File: config.mk
export PLATFORM = sky130hd
export DESIGN_NAME = unidade_controle
export DESIGN_NICKNAME = d
export VERILOG_FILES = /design/src/rtl/unidade_controle_pkg.sv /design/src/rtl/unidade_controle_contador_timeout.sv /design/src/rtl/unidade_controle.sv
export SDC_FILE = /design/constraint.sdc
export NUM_CORES = 1
export LEC_CHECK = 0
export ABC_CLOCK_PERIOD_IN_PS = 5580
export BUFFER_PORTS_ARGS = -buffer_cell sky130_fd_sc_hd__buf_4
export CAP_MARGIN = 0
export CORE_MARGIN = 5
export CORE_UTILIZATION = 50
export CTS_CLUSTER_DIAMETER = 30
export DETAILED_ROUTE_END_ITERATION = 10
export GPL_ROUTABILITY_DRIVEN = 0
export HOLD_SLACK_MARGIN = 0.12
export PLACE_DENSITY = 0.78
export SYNTH_ARGS = -nofsm -noshare
export SYNTH_HDL_FRONTEND = slang
export SYNTH_SLANG_ARGS = --single-unit
File: constraint.sdc
create_clock -name clk -period 5.58 [get_ports clk]
set_input_delay 0.279 -clock clk [delete_from_list [all_inputs] [get_ports clk]]
set_output_delay 0.279 -clock clk [all_outputs]
set_load 0.02 [all_outputs]
File: src/rtl/unidade_controle_pkg.sv
// Shared definitions for the accumulator processor control unit: FSM states,
// ALU operation codes, address-mux selects and one-hot op/mode bit positions.
package pacote_controle;

    typedef enum logic [2:0] {
        INICIO   = 3'd0,
        BUSCA    = 3'd1,
        DECOD    = 3'd2,
        INDIRETO = 3'd3,
        OPERANDO = 3'd4,
        EXECUTA  = 3'd5,
        ESCRITA  = 3'd6,
        PARADO   = 3'd7
    } estado_t;

    localparam logic [2:0] ULA_PASSA = 3'b000;
    localparam logic [2:0] ULA_SOMA  = 3'b001;
    localparam logic [2:0] ULA_SUB   = 3'b010;
    localparam logic [2:0] ULA_AND   = 3'b011;
    localparam logic [2:0] ULA_OR    = 3'b100;
    localparam logic [2:0] ULA_NOT   = 3'b101;
    localparam logic [2:0] ULA_SHR   = 3'b110;
    localparam logic [2:0] ULA_SHL   = 3'b111;

    localparam logic [1:0] END_PC  = 2'b00;
    localparam logic [1:0] END_RI  = 2'b01;
    localparam logic [1:0] END_RDM = 2'b10;

    localparam int OP_NOP = 15;
    localparam int OP_STA = 14;
    localparam int OP_LDA = 13;
    localparam int OP_ADD = 12;
    localparam int OP_SUB = 11;
    localparam int OP_AND = 10;
    localparam int OP_OR  = 9;
    localparam int OP_NOT = 8;
    localparam int OP_J   = 7;
    localparam int OP_JN  = 6;
    localparam int OP_JZ  = 5;
    localparam int OP_IN  = 4;
    localparam int OP_OUT = 3;
    localparam int OP_SHR = 2;
    localparam int OP_SHL = 1;
    localparam int OP_HLT = 0;

    localparam int MODO_DIR = 3;
    localparam int MODO_IND = 2;
    localparam int MODO_IM  = 1;
    localparam int MODO_SOP = 0;

endpackage

File: src/rtl/unidade_controle_contador_timeout.sv
// Memory-handshake watchdog: counts consecutive cycles a request waits for its
// ack and flags the cycle in which the wait reaches LIMITE.
module contador_timeout #(
    parameter int LIMITE = 255
) (
    input  logic clk,
    input  logic rst_n,
    input  logic memReq,
    input  logic memAck,
    output logic estouro
);

    logic [15:0] contagem;

    always_ff @(posedge clk) begin
        if (!rst_n || !memReq || memAck) begin
            contagem <= 16'd0;
        end else if (contagem != 16'hFFFF) begin
            contagem <= contagem + 16'd1;
        end
    end

    // Fires on the LIMITE-th waiting cycle so the FSM leaves right after it.
    assign estouro = memReq && !memAck && (contagem == 16'(LIMITE - 1));

endmodule

File: src/rtl/unidade_controle.sv
// Multi-cycle control unit of the 16-bit accumulator processor.
// Define CONTROLE_TIMEOUT_EN to add a watchdog on memory requests.
module unidade_controle
    import pacote_controle::*;
#(
    parameter int TIMEOUT_CICLOS = 255
) (
    input  logic        clk,
    input  logic        rst_n,
    input  logic [15:0] op,
    input  logic [3:0]  modo,
    input  logic        flag_n,
    input  logic        flag_z,
    input  logic        mem_ack,
    output logic        mem_req,
    output logic        mem_we,
    output logic [1:0]  sel_end,
    output logic        carga_ri,
    output logic        inc_pc,
    output logic        carga_pc,
    output logic        sel_pc,
    output logic        carga_rdm,
    output logic        carga_ac,
    output logic        carga_nz,
    output logic        carga_saida,
    output logic        sel_b,
    output logic        sel_entrada,
    output logic [2:0]  ula_op,
    output logic        parado,
    output logic        erro,
    output estado_t     estado
);

    // Handshake: mem_req/mem_we/sel_end hold from request until the edge that
    // samples mem_ack=1; mem_ack is only looked at in states that request.
    estado_t    proximoEstado;
    logic       erroProx;
    logic [2:0] ulaReg, ulaDecod;
    logic       saltoReg, staReg, viaIndireto, imediato;
    logic       estouro;

    logic opValido, modoValido, ehUla, ehUnario, ehSalto, saltoTomado;
    assign opValido    = $onehot(op);
    assign modoValido  = $onehot(modo);
    assign ehUla       = op[OP_LDA] | op[OP_ADD] | op[OP_SUB] | op[OP_AND] | op[OP_OR];
    assign ehUnario    = op[OP_NOT] | op[OP_SHR] | op[OP_SHL];
    assign ehSalto     = op[OP_J] | op[OP_JN] | op[OP_JZ];
    assign saltoTomado = op[OP_J] | (op[OP_JN] & flag_n) | (op[OP_JZ] & flag_z);

    always_comb begin
        ulaDecod = ULA_PASSA;
        if (op[OP_ADD])      ulaDecod = ULA_SOMA;
        else if (op[OP_SUB]) ulaDecod = ULA_SUB;
        else if (op[OP_AND]) ulaDecod = ULA_AND;
        else if (op[OP_OR])  ulaDecod = ULA_OR;
        else if (op[OP_NOT]) ulaDecod = ULA_NOT;
        else if (op[OP_SHR]) ulaDecod = ULA_SHR;
        else if (op[OP_SHL]) ulaDecod = ULA_SHL;
    end

`ifdef CONTROLE_TIMEOUT_EN
    contador_timeout #(.LIMITE(TIMEOUT_CICLOS)) uTimeout (
        .clk     (clk),
        .rst_n   (rst_n),
        .memReq  (mem_req),
        .memAck  (mem_ack),
        .estouro (estouro)
    );
`else
    // No watchdog: a request waits forever (the comparison is constant false).
    assign estouro = (TIMEOUT_CICLOS < 0);
`endif

    // State register plus the path flags captured while decoding.
    always_ff @(posedge clk) begin
        if (!rst_n) begin
            estado      <= INICIO;
            erro        <= 1'b0;
            ulaReg      <= ULA_PASSA;
            saltoReg    <= 1'b0;
            staReg      <= 1'b0;
            viaIndireto <= 1'b0;
            imediato    <= 1'b0;
        end else begin
            estado <= proximoEstado;
            erro   <= erroProx;
            if (estado == DECOD) begin
                ulaReg      <= ulaDecod;
                saltoReg    <= ehSalto;
                staReg      <= op[OP_STA];
                viaIndireto <= (proximoEstado == INDIRETO);
                imediato    <= (proximoEstado == EXECUTA) && ehUla;
            end
        end
    end

    always_comb begin
        proximoEstado = estado;
        erroProx      = erro;
        case (estado)
            INICIO: proximoEstado = BUSCA;
            BUSCA:  if (mem_ack) proximoEstado = DECOD;
            DECOD: begin
                if (!opValido) begin
                    proximoEstado = PARADO;
                    erroProx      = 1'b1;
                end else if (op[OP_NOP] || op[OP_IN] || op[OP_OUT]) begin
                    proximoEstado = BUSCA;
                end else if (op[OP_HLT]) begin
                    proximoEstado = PARADO;
                end else if (ehUnario) begin
                    proximoEstado = EXECUTA;
                end else if (ehSalto && !saltoTomado) begin
                    proximoEstado = BUSCA;
                end else if (modoValido && modo[MODO_DIR]) begin
                    proximoEstado = ehUla ? OPERANDO : (op[OP_STA] ? ESCRITA : BUSCA);
                end else if (modoValido && modo[MODO_IND]) begin
                    proximoEstado = INDIRETO;
                end else if (modoValido && modo[MODO_IM] && ehUla) begin
                    proximoEstado = EXECUTA;
                end else begin
                    proximoEstado = PARADO;
                    erroProx      = 1'b1;
                end
            end
            INDIRETO: if (mem_ack) proximoEstado = saltoReg ? BUSCA : (staReg ? ESCRITA : OPERANDO);
            OPERANDO: if (mem_ack) proximoEstado = EXECUTA;
            EXECUTA:  proximoEstado = BUSCA;
            ESCRITA:  if (mem_ack) proximoEstado = BUSCA;
            PARADO:   proximoEstado = PARADO;
            default:  proximoEstado = INICIO;
        endcase
        if (estouro) begin
            proximoEstado = PARADO;
            erroProx      = 1'b1;
        end
    end

    always_comb begin
        mem_req     = 1'b0;
        mem_we      = 1'b0;
        sel_end     = END_PC;
        carga_ri    = 1'b0;
        inc_pc      = 1'b0;
        carga_pc    = 1'b0;
        sel_pc      = 1'b0;
        carga_rdm   = 1'b0;
        carga_ac    = 1'b0;
        carga_nz    = 1'b0;
        carga_saida = 1'b0;
        sel_b       = 1'b0;
        sel_entrada = 1'b0;
        ula_op      = ULA_PASSA;
        parado      = 1'b0;
        case (estado)
            BUSCA: begin
                mem_req  = 1'b1;
                carga_ri = mem_ack;
                inc_pc   = mem_ack;
            end
            DECOD: if (opValido) begin
                carga_ac    = op[OP_IN];
                carga_nz    = op[OP_IN];
                sel_entrada = op[OP_IN];
                carga_saida = op[OP_OUT];
                carga_pc    = ehSalto && saltoTomado && modoValido && modo[MODO_DIR];
            end
            INDIRETO: begin
                mem_req   = 1'b1;
                sel_end   = END_RI;
                carga_pc  = mem_ack && saltoReg;
                sel_pc    = mem_ack && saltoReg;
                carga_rdm = mem_ack && !saltoReg;
            end
            OPERANDO: begin
                mem_req   = 1'b1;
                sel_end   = viaIndireto ? END_RDM : END_RI;
                carga_rdm = mem_ack;
            end
            EXECUTA: begin
                carga_ac = 1'b1;
                carga_nz = 1'b1;
                ula_op   = ulaReg;
                sel_b    = imediato;
            end
            ESCRITA: begin
                mem_req = 1'b1;
                mem_we  = 1'b1;
                sel_end = viaIndireto ? END_RDM : END_RI;
            end
            PARADO:  parado = 1'b1;
            default: ;
        endcase
    end

endmodule

==> metrics, run 1 <==
clk sink count=11; CP peak stage delay=between 500 and 600 ps; Yosys cell types=39; grt ovf=0; reg2reg start=estado[2]$_SDFF_PN0_; Pwr Density=around 270 nW/um^2; Max Root-Sink Buffers=2; Detail Route Antenna Nets=0; Filler cells=between 200 and 250; DR vias=around 1400; synth cell count leaders=inv_1, nand2_1, nor2_1; Rel. slew slack=0.640; largest delay contributor family on the critical path=adder cells; vias in the first global route=1314; fmax=approximately 0.21 GHz; hold path start=rst_n; Hold EP=estado[2]$_SDFF_PN0_; most frequent cell after synthesis=inv_1; root buffer cell=clkbuf_4; DRC=0; M2 GR Usage=0.338; crit-path cells=buf_4, inv_1, fa_1, inv_1, fa_1, fa_1, inv_1, fa_1, inv_1, ha_1, fa_1, or4b_4, nor2_2, nand2_1, o32ai_1, buf_4; Final period util=0.857; Vias/cell=roughly 5.6; Final Hold Viols=0; Yosys top cell area share=0.168; Die X=between 60 and 70 um; hold crit path type=input port to flip-flop; cts hold-fix bufs=0; iteration-0 DRC count of the detailed router=71; area grow syn2layout=29.3%; Syn Std Cell Area=around 1300 um^2; Yosys warnings=0; clk slew on worst S/H paths=70 ps; Max Clock Skew=2.74 ps; initial antenna violation count=0; Crit Path Category=input port to primary output; Wirelength per Cell=~14 um; Routed Wire Length=3.52 mm; leakage=~0.00086 uW; Seq/Total Area, Yosys=0.168; outcome=finished clean; Worst-Skew Late Latency=260 ps; total power=approximately 460 uW; Setup Fix Bufs, Post-CTS=0; Synth async-reset ratio=0; R2R depth=6; Worst-Margin Slew=about 540 ps; Detailed Routing Iterations Pass 1=4; flop2flop setup slack=between 3000 and 4000 ps; Total GRT Usage=0.206; top cells by area, synth=dfxtp_1, fa_1, inv_1, ha_1, a21oi_1; largest area contributor in the netlist=dfxtp_1; syn_nets=216; Post-CTS Resized=0; crit path buf inv count=6; global route hottest layer=met2; CP arrival=4500 ps; Peak VDD IR=between 200 and 250 uV; Critical Path Slowest Stage Cell=or4b_4; nets=between 200 and 300; Core ar.=roughly 2500 um^2; Ports=47; antenna cells=0; initial core utilization=0.524; die area=3740 um^2; port bufs=46; number of synthesized register bits=11; setup TNS=0 ps; met1 Use GR=0.275; Num CTS Buffers=3; Final Max Tran Viols=0; Critical Path RT=around 5300 ps; TritonCTS clock tree=done; worst-path fanout max=5; Avg Cell Area, Syn=~7.6 um^2; ys flop type=dfxtp_1; met3 Use GR=0.0377; share of layout cells above drive strength 1=0.261; post-route minimum period=4780 ps; # setup viols final=0; H-tree Lvls=1; RSZ-0062 raised after global routing=no; global-route wire length before repair=slightly below 6 mm; RR Endpoint=viaIndireto$_SDFFE_PN0P_; CP Launch Type=input port; Post-DP HPWL=around 3 mm; Setup crit end kind=primary output; pin count of the biggest net entering global routing=12; most frequent cell on the critical path=fa_1; max cap viols=0; Die H=a little over 60 um; Post-synth EDFFs=0; row cnt=18; Hold Crit Depth=3; Post-Syn Instances=172
## layout make-up
type                            instances  area (um^2)  area share
Multi-Input combinational cell        121          930       0.549
Sequential cell                        11          220       0.130
Inverter                               36          135      0.0798
Clock buffer                            4         26.3      0.0155
Tap cell                               30         37.5      0.0222
Timing Repair Buffer                   46          345       0.204
## state kept, by name (all words and copies together), names as in the netlist
register,cells
erro,1
saltoReg,1
staReg,1
viaIndireto,1
ulaReg,3
imediato,1
estado,3
## worst max-delay path by stage
stage | startpoint | endpoint | slack, ps | cells past startpoint
floorplan | op[5] | carga_nz | 810 | 16
global placement | op[11] | carga_pc | 890 | 16
detailed placement | op[5] | carga_pc | 790 | 16
CTS | op[5] | carga_pc | 770 | 16
global route | op[5] | carga_pc | 550 | 16
finish | op[5] | carga_pc | 800 | 16
## layer usage
| metal | part of all wire | vias to the layer above |
|---|---|---|
| met1 | 0.44 | 658 |
| li1 | - | 673 |
| met5 | 0 | - |
| met2 | 0.48 | 42 |
| met4 | 0.012 | 0 |
| met3 | 0.066 | 7 |
## cell families (layout without fill, tap and decap cells)
logic type                 count (synthesis)  after routing  share of synthesized area
and+or+nand+nor                           64             64                      0.266
buffers and inverters                     40             86                      0.122
AOI/OAI and AO/OA                         38             38                      0.199
adders and majority gates                 19             19                      0.245
DFF                                       11             11                      0.168
## stage by stage
| stage | util | area (um^2) | std cells | hold WS (ps) | worst slack [ps] |
|---|---|---|---|---|---|
| CTS | 0.678 | 1690 | 248 | 249 | 773 |
| global route | 0.678 | 1690 | 248 | 257 | 553 |
| floorplan | - | 1310 | 172 | 382 | 806 |
| finish | 0.678 | 1690 | 248 | 251 | 800 |
| global placement | 0.667 | 1670 | 244 | 443 | 887 |
| detailed placement | 0.667 | 1670 | 244 | 446 | 785 |
## placed cells by master (no fill, tap or decap), types with 2 or more instances in the layout
cell	instances
a21o_1	2
a21oi_1	11
a32oi_1	2
and2_1	8
and3_1	3
buf_4	46
clkbuf_4	3
dfxtp_1	11
fa_1	11
ha_1	8
inv_1	36
nand2_1	13
nand2b_1	2
nand3_1	2
nor2_1	13
nor2_2	2
nor2b_1	4
nor3_1	9
nor4_1	2
o21ai_0	7
o21ai_2	2
o31ai_1	3
## worst register-to-register path: stages (launching register included)
cell and delay (ps):
dfxtp_1 530, nand2b_1 190, nor3_1 70, or3_1 360
a32oi_1 290, a32oi_1 160, nor2_1 100
## power by group
group          total (uW)  internal [uW]  switching, uW
sequential            106           89.9           16.5
clock                53.5           27.7           25.8
combinational         305            129            176
No activity file was read; power rests on OpenSTA's default activity.
==> run 2, diff against run 1 <==
Settings changed: RECOVER_POWER set to 25.
==> run 2 against run 1 <==
Sequential share of layout area increased by 0.14 points. Via count unchanged. Worst hold slack about the same. Clock skew about the same. Setup slack got worse by 17 ps. Die area unchanged. Routed wire length decreased by 0.14%. Combinational power decreased by 2%. First-iteration DRC count increased by 2.8%. Power decreased by 1.4%. Clock-buffer cell count unchanged. Critical path type unchanged. Critical endpoint unchanged. Largest cell class unchanged. Largest power group unchanged. Highest routed layer unchanged.
==> metrics, run 2 (synthesis results as in run 1) <==
Finished Cell Area=about 1700 um^2; most frequent cells in the layout=buf_4, inv_1, nor2_1; port bufs=46; Setup crit end kind=primary output; Ports=47; Worst-Margin Slew=between 600 and 700 ps; Critical Path Slowest Stage Cell=or4b_4; DR vias=around 1400; hold path start=rst_n; pin count of the biggest net entering global routing=12; CP peak stage delay=550 ps; Post-DP HPWL=roughly 3 mm; leading cell type in the layout, fill and taps excluded=buf_4; largest registers=estado x3, ulaReg x3; Die X=61.2 um; leakage=~0.00084 uW; initial core utilization=0.524; reg2reg start=estado[1]$_SDFF_PN0_; clk sink count=11; Detailed Routing Iterations Pass 1=4; Total GRT Usage=0.206; Crit Path Category=input port to primary output; Final Hold Viols=0; antenna cells=0; Detail Route Antenna Nets=0; clk slew on worst S/H paths=approximately 70 ps; Routed Wire Length=~3.5 mm; Num CTS Buffers=3; CP arrival=between 4000 and 5000 ps; crit-path cells=buf_4, inv_1, fa_1, inv_1, fa_1, fa_1, inv_1, fa_1, inv_1, ha_1, fa_1, or4b_4, nor2_2, nand2_1, o32ai_1, buf_4; Cell Area, Placed=approximately 1700 um^2; grt ovf=0; Rel. slew slack=0.592; # setup viols final=0; fmax=about 0.21 GHz; setup TNS=0 ps; Final period util=0.860; area grow syn2layout=28.0%; Post-CTS Resized=0; final setup margin=between 700 and 800 ps; Critical Path RT=~5300 ps; Max Root-Sink Buffers=2; Pwr Density=273 nW/um^2; post-route minimum period=4800 ps; hold crit path type=input port to flip-flop; die area=around 3700 um^2; RSZ-0062 raised after global routing=no; row cnt=18; worst-path fanout max=5; global-route wire length before repair=around 5.8 mm; vias in the first global route=1314; initial antenna violation count=0; CP startpoint=op[5]; Place WS=a little under 800 ps; Die H=about 61 um; iteration-0 DRC count of the detailed router=73; Vias/cell=about 5.6; CP Launch Type=input port; Final Max Tran Viols=0; Worst-Skew Late Latency=260 ps; DRC=0; TritonCTS clock tree=done; root buffer cell=clkbuf_4; Wirelength per Cell=14.2 um; Peak VDD IR=just over 200 uV; outcome=finished clean; nets=263; max cap viols=0; most frequent cell on the critical path=fa_1; Max Clock Skew=roughly 2.5 ps; cts hold-fix bufs=0; share of layout cells above drive strength 1=0.239; Setup Fix Bufs, Post-CTS=0; Core ar.=approximately 2500 um^2; H-tree Lvls=1
[run 2: per-stage QoR]
stage	utilization	hold slack, ps	power [uW]	instances
CTS	0.678	249	465	248
detailed placement	0.667	446	411	244
floorplan	-	382	319	172
global route	0.671	257	511	248
finish	0.671	250	458	248
global placement	0.667	443	399	244
[run 2: worst max-delay path: cells and delay by family]
family | cells | cell delay [ps]
adders and majority gates | 6 | 2600
and+or+nand+nor | 3 | 830
buffers and inverters | 6 | 480
AOI/OAI and AO/OA | 1 | 330
[run 2: report_power, final]
part | internal [uW] | switching, uW
registers | 89.9 | 15.9
logic | 124 | 176
clock network | 27.7 | 25.9
total | 241 | 217
[run 2: per-layer routing]
metal	routed length (um)	part of all wire	global-route usage	up-vias
met3	254	0.072	0.0377	7
li1	-	-	-	673
met1	1530	0.43	0.275	656
met4	43	0.012	0.0588	0
met5	0	0	0	-
met2	1690	0.48	0.338	44
[run 2: worst paths after layout]
check	cells past startpoint	slack [ps]	endpoint
max	16	780	carga_pc
min reg2reg	2	460	ulaReg[1]$_SDFFE_PN0P_
max reg2reg	6	3650	viaIndireto$_SDFFE_PN0P_
min	3	250	estado[2]$_SDFF_PN0_
[run 2: layout make-up]
| type | instances | area [um^2] |
|---|---|---|
| tap | 30 | 37.5 |
| fill | 228 | 823 |
| clock buffer | 4 | 26.3 |
| multi-input combinational | 121 | 927 |
| timing repair buffer | 46 | 330 |
| inverter | 36 | 135 |
| sequential | 11 | 220 |
